### src/rtl/cordic_angle_seq.sv
// cordic_angle_seq: CORDIC iteration sequencer and angle accumulator.
// Drives the running angle to the angle comparator, consumes its registered
// lt/gt result, adds or subtracts the atan entry and records the direction history.
// Optional comparator consistency check: define CORDIC_CMP_CHECK_EN.
module cordic_angle_seq #(
  parameter int unsigned N_ITER = 6,
  parameter int unsigned ADDR_W = 3,
  parameter int unsigned ANG_W  = 6
) (
  input  logic              CLK,
  input  logic              RST_N,
  input  logic              start,
  input  logic              lt,
  input  logic              gt,
  input  logic [ANG_W-1:0]  atan_val,
  output logic [ADDR_W-1:0] atan_addr,
  output logic [ANG_W-1:0]  acc,
  output logic              dir,
  output logic [N_ITER-1:0] dir_hist,
  output logic              busy,
  output logic              done,
  output logic              cmp_err
);

  localparam logic [ADDR_W-1:0] LAST_ADDR = ADDR_W'(N_ITER - 1);

  typedef enum logic [1:0] {
    S_IDLE   = 2'd0,
    S_SETTLE = 2'd1,
    S_ROTATE = 2'd2,
    S_DONE   = 2'd3
  } state_t;

  state_t              r_state;
  logic [ANG_W-1:0]    r_acc;
  logic [ADDR_W-1:0]   r_addr;
  logic                r_dir;
  logic [N_ITER-1:0]   r_hist;
  logic                r_busy;
  logic                r_done;

  state_t              w_state_nxt;
  logic [ANG_W-1:0]    w_acc_nxt;
  logic [ADDR_W-1:0]   w_addr_nxt;
  logic                w_dir_nxt;
  logic [N_ITER-1:0]   w_hist_nxt;
  logic                w_busy_nxt;
  logic                w_done_nxt;

`ifdef CORDIC_CMP_CHECK_EN
  logic                r_err;
  logic                w_err_nxt;
`else
  logic                w_unused_lt;
  assign w_unused_lt = lt;
`endif

  // State register
  always_ff @(posedge CLK or negedge RST_N) begin
    if (!RST_N) begin
      r_state <= S_IDLE;
    end else begin
      r_state <= w_state_nxt;
    end
  end

  // Next-state and next-output decode; rotation direction follows gt only
  always_comb begin
    w_state_nxt = r_state;
    w_acc_nxt   = r_acc;
    w_addr_nxt  = r_addr;
    w_dir_nxt   = r_dir;
    w_hist_nxt  = r_hist;
    w_busy_nxt  = r_busy;
    w_done_nxt  = 1'b0;
`ifdef CORDIC_CMP_CHECK_EN
    w_err_nxt   = r_err;
`endif
    case (r_state)
      S_IDLE: begin
        if (start) begin
          w_acc_nxt   = '0;
          w_addr_nxt  = '0;
          w_hist_nxt  = '0;
          w_busy_nxt  = 1'b1;
`ifdef CORDIC_CMP_CHECK_EN
          w_err_nxt   = 1'b0;
`endif
          w_state_nxt = S_SETTLE;
        end
      end
      S_SETTLE: begin
        w_state_nxt = S_ROTATE;
      end
      S_ROTATE: begin
        w_dir_nxt = gt;
        w_acc_nxt = gt ? (r_acc - atan_val) : (r_acc + atan_val);
        for (int unsigned i = 0; i < N_ITER; i++) begin
          if (r_addr == ADDR_W'(i)) begin
            w_hist_nxt[i] = gt;
          end
        end
`ifdef CORDIC_CMP_CHECK_EN
        if (lt == gt) begin
          w_err_nxt = 1'b1;
        end
`endif
        if (r_addr == LAST_ADDR) begin
          w_done_nxt  = 1'b1;
          w_state_nxt = S_DONE;
        end else begin
          w_addr_nxt  = r_addr + ADDR_W'(1);
          w_state_nxt = S_SETTLE;
        end
      end
      S_DONE: begin
        w_busy_nxt  = 1'b0;
        w_state_nxt = S_IDLE;
      end
      default: begin
        w_state_nxt = S_IDLE;
      end
    endcase
  end

  // Datapath and output registers
  always_ff @(posedge CLK or negedge RST_N) begin
    if (!RST_N) begin
      r_acc  <= '0;
      r_addr <= '0;
      r_dir  <= 1'b0;
      r_hist <= '0;
      r_busy <= 1'b0;
      r_done <= 1'b0;
    end else begin
      r_acc  <= w_acc_nxt;
      r_addr <= w_addr_nxt;
      r_dir  <= w_dir_nxt;
      r_hist <= w_hist_nxt;
      r_busy <= w_busy_nxt;
      r_done <= w_done_nxt;
    end
  end

`ifdef CORDIC_CMP_CHECK_EN
  // Sticky comparator consistency flag, cleared by reset or an accepted start
  always_ff @(posedge CLK or negedge RST_N) begin
    if (!RST_N) begin
      r_err <= 1'b0;
    end else begin
      r_err <= w_err_nxt;
    end
  end
  assign cmp_err = r_err;
`else
  assign cmp_err = 1'b0;
`endif

  assign atan_addr = r_addr;
  assign acc       = r_acc;
  assign dir       = r_dir;
  assign dir_hist  = r_hist;
  assign busy      = r_busy;
  assign done      = r_done;

endmodule

### config.mk
export PLATFORM = sky130hd
export DESIGN_NAME = cordic_angle_seq
export DESIGN_NICKNAME = d
export VERILOG_FILES = /design/src/rtl/cordic_angle_seq.sv
export SDC_FILE = /design/constraint.sdc
export NUM_CORES = 1
export LEC_CHECK = 0
export ABC_CLOCK_PERIOD_IN_PS = 2250
export CAP_MARGIN = 15
export CORE_MARGIN = 2
export CORE_UTILIZATION = 48
export DETAILED_ROUTE_END_ITERATION = 10
export PLACE_DENSITY = 0.89
export SETUP_SLACK_MARGIN = 0.05
export SLEW_MARGIN = 20
export SYNTH_ARGS = -nofsm -noshare
export SYNTH_HDL_FRONTEND = slang
export SYNTH_SLANG_ARGS = --single-unit
### constraint.sdc
create_clock -name CLK -period 2.25 [get_ports CLK]
set_clock_uncertainty 0.2 [all_clocks]
set_input_delay 0.3375 -clock CLK [delete_from_list [all_inputs] [get_ports CLK]]
set_output_delay 0.3375 -clock CLK [all_outputs]
set_load 0.02 [all_outputs]
Word level (Yosys, flattened, before mapping)
Index checks and enable logic that the tools add are counted.
{ "totals": {"register_bits": 20, "input_bits": 11, "out_inout_bits": 19, "elab_cells": 64} }
{ "op_classes": {"add_sub_neg": 3, "eq_ne": 16, "mux": 20, "reduce_logical": 13} }
{ "ops": {"columns": ["operator", "count"], "rows": [
  ["$pmux W6 S2", 2],
  ["$reduce_and A3 Y1", 7],
  ["$ne A2 B2 Y1 const B", 8],
  ["$mux W6", 2],
  ["$mux W1", 9],
  ["$pmux W2 S4", 1],
  ["$add A6 B6 Y6", 1],
  ["$eq A3 B2 Y1 const B", 2],
  ["$eq A3 B3 Y1 const B", 2],
  ["$mux W3", 2],
  ["$pmux W3 S2", 1],
  ["$sub A6 B6 Y6", 1],
  ["$eq A2 B2 Y1 const B", 2],
  ["$mux W2", 2],
  ["$reduce_and A2 Y1", 2],
  ["$reduce_bool A2 Y1", 2],
  ["$add A3 B1 Y3 const B", 1],
  ["$eq A3 B1 Y1 const B", 1],
  ["$logic_not A3 Y1", 1],
  ["$eq A2 B1 Y1 const B", 1],
  ["$logic_not A2 Y1", 1],
  ["$pmux W1 S2", 1]
]} }

Logic depth before layout (Yosys ltp)
{ "depth": {"depth_word": 3, "depth_mapped": 11} }

Worst setup path before layout
OpenSTA, ideal clock, no wires.
{ "synth_timing": {"path_kind": "input-to-reg", "startpoint": "input atan_val[0]", "endpoint": "register r_acc[5], in the netlist acc[5]", "setup_ns": 0.128, "t_arrival_ns": 1.937, "required_time_ns": 1.922, "slack_ns": -0.015, "stages": 11, "path_cell_list": "inv_1 > ha_1 > mux2_2 > inv_1 > ha_1 > nor2b_1 > o2111ai_1 > nand4b_1 > xnor2_1 > a21oi_1 > o22ai_1"} }
{ "synth_between": {"elab_chain_len": 3, "elab_cells_between_ends": 4, "cone_classes": "add/sub (2); mux (2)"} }
{ "synth_rtl": {"columns": ["element", "line", "source"], "rows": [
  ["start, declared", "15", "input logic [ANG_W-1:0] atan_val,"],
  ["$add A6 B6 Y6 / $sub A6 B6 Y6 (equally long branches)", "97", "w_acc_nxt = gt ? (r_acc - atan_val) : (r_acc + atan_val);"],
  ["$mux W6 *", "97", null],
  ["$pmux W6 S2 *", "79", "case (r_state)"],
  ["end signal, assigned", "136", "r_acc <= w_acc_nxt;"],
  ["end, declared", "35", "logic [ANG_W-1:0] r_acc;"]
]} }
Every way passes the cells marked *; elsewhere a longest branch is shown, timed or not.
A chain may end at the register's enable or synchronous reset.

Worst setup path in the final report
{ "layout_timing": {"startpoint": "input atan_val[3]", "endpoint": "register r_acc[5], in the netlist acc[5]"} }
Same word-level chain as after synthesis.

==> run metrics <==
status=finished, final reports clean; Die X=about 54 um; CP top delay family=compound AO/OA/AOI/OAI gates; CP cell instances=clkdlybuf4s50_1 -> nor2_1 -> a21oi_2 -> xnor2_1 -> ha_1 -> o2111ai_2 -> nand4b_1 -> xnor2_2 -> a21oi_1 -> o22ai_1; Reg clk slew, reported paths=110 ps; VDD IR max=0.761 mV; Post-Syn Instances=between 100 and 150; final worst slack=39.5 ps; worst slack, placed=-623 ps; DP Cell Count=189; DRC=0; routed wire length=around 2800 um; r2r setup slk=~390 ps; kind of critical path=in -> reg; Diodes inserted=0; Period minus WS final=2210 ps; WP buf/inv=1; Initial DRC Count=15; leading area contributor after synthesis=dfrtp_1; CP Max Fanout=4; CTS Buf Count=3; H-tree levels=1; Final Cell Area=~1700 um2; yosys synthesis warning count=0; CP startpoint kind=input port; GPL Wtd Cong=0.836; vias=approximately 1,100; most frequent cells in the layout=clkdlybuf4s50_1, dfrtp_1, buf_4; Leakage=0.799 nW; area post-placement=1610 um2; leading cell type in the layout, fill and taps excluded=clkdlybuf4s50_1; WP data arrival=2210 ps; area grow syn2layout=39.7%; Yosys top cell area share=41.8%; Final nets=around 190; syn nets=between 100 and 150; CP peak stage delay=420 ps; ratio of cells with drive above 1 in the final layout=22.4%; Avg Vias per Cell=5.50; Layout Utilization=between 60% and 70%; gr ovfl total=0; synthesized area=around 1200 um2; final hold slack=155 ps; Max-Cap Viols=0; critical path's slowest cell=clkdlybuf4s50_1; HPWL after DPL=approximately 2200 um; Detail Route Antenna Nets=0; clk sinks=20; Pins Over Slew Limit=0; CP endpoint kind=flop; IO Pins=30; Post-Syn Area per Cell=around 10 um2; CP Data Required Time=about 2300 ps; port buffer count=27; clk_lat worst skew=about 300 ps; global-route wire length before repair=4740 um; Wirelength per Cell=14.4 um; endpoints failing hold=0; Yosys reg bits=20; count of final setup violators=0; fill count=172; Hold/Removal Path Class=in -> async; Tot Pwr=1.84 mW; CTS tree=done; clk root buf=clkbuf_4; die area=2910 um2; Synth cell types=37; largest net degree at the start of global routing=21; FMAX=452 MHz; vias in the first global route=1,103; Max clock buf depth=2; core area=2410 um2; PwrDens=1100 nW/um2; gr usage total=22.5%; initial core utilization=49.7%; Final period util=98.2%; setup TNS=0 ps; number of antenna violations at the first check in global routing=0; height of the chip=53.9 um; filler-free cell count of the finished design=195; CTS Hold Bufs=0; standard-cell rows=18; post-synthesis sequential area ratio=41.8%; 1st-pass router iterations=4; synth top area cells=dfrtp_1, ha_1, inv_1
==> flip-flops by register name (all words and copies together) (netlist names) <==
name and cells:
acc 6, done 1, dir_hist 6, atan_addr 3
dir 1, busy 1, r_state 2
==> report_power, final <==
part           internal [mW]  switching, mW  total [mW]
clock                 0.0988          0.110       0.209
combinational          0.494          0.542        1.04
sequential             0.479          0.120       0.599
==> worst paths after layout <==
check	start	to	cells after the start
hold / removal	RST_N	dir_hist[5]	2
max in group asynchronous	RST_N	acc[1]	2
setup / recovery	atan_val[3]	acc[5]	10
min in group CLK	atan_val[0]	acc[0]	4
setup reg to reg	acc[0]	acc[4]	7
hold reg to reg	dir	dir	2
==> repair_timing <==
item                       4_1_cts  5_1_grt
setup endpoints to repair        4        2
pin swaps                        5        9
buffers inserted                 0        2
gates resized for setup          8        5
==> area by class of cell <==
class | instances | area [um2] | share of cell area, %
well taps | 30 | 37.5 | 2.24
repair buffers | 42 | 374 | 22.4
inverters | 14 | 55.1 | 3.29
clock buffers | 4 | 36.3 | 2.17
flip-flops and latches | 20 | 500 | 29.9
multi-input cells | 85 | 669 | 40.0
==> per-layer routing <==
layer	part of all wire (%)	vias up	global-route usage, %	wire length [um]
li1	-	505	-	-
met4	1.5	0	7.26	42
met2	53	41	38.2	1490
met3	7.0	7	6.67	198
met1	39	519	27.0	1080
met5	0	-	0	0
==> cell usage after synthesis (all sizes together) <==
master / number
o21bai: 1
conb: 1
and3: 1
nand4b: 1
a32o: 1
ha: 11
a41o: 1
nor2b: 1
a22o: 3
o2bb2ai: 1
fa: 1
o2111ai: 1
nor3: 1
xnor2: 5
a31o: 1
nand3b: 1
o211ai: 1
nor2: 7
a21boi: 1
xor2: 3
o22ai: 3
nand3: 5
and2b: 1
mux2: 2
dfrtp: 20
clkbuf: 1
buf: 3
a21oi: 6
o21ai: 9
nand2: 13
and3b: 1
inv: 14
o31ai: 1
==> logic make-up after synthesis <==
group | Yosys count | share of synthesized area [%]
compound gates | 30 | 16.7
xor+xnor | 8 | 5.85
fa+ha+maj | 12 | 13.2
buf+inv | 18 | 6.79
flops | 20 | 41.8
mux | 2 | 1.88
other cells | 1 | 0.313
simple gates | 32 | 13.5
Power figures use the tool's default switching activity.
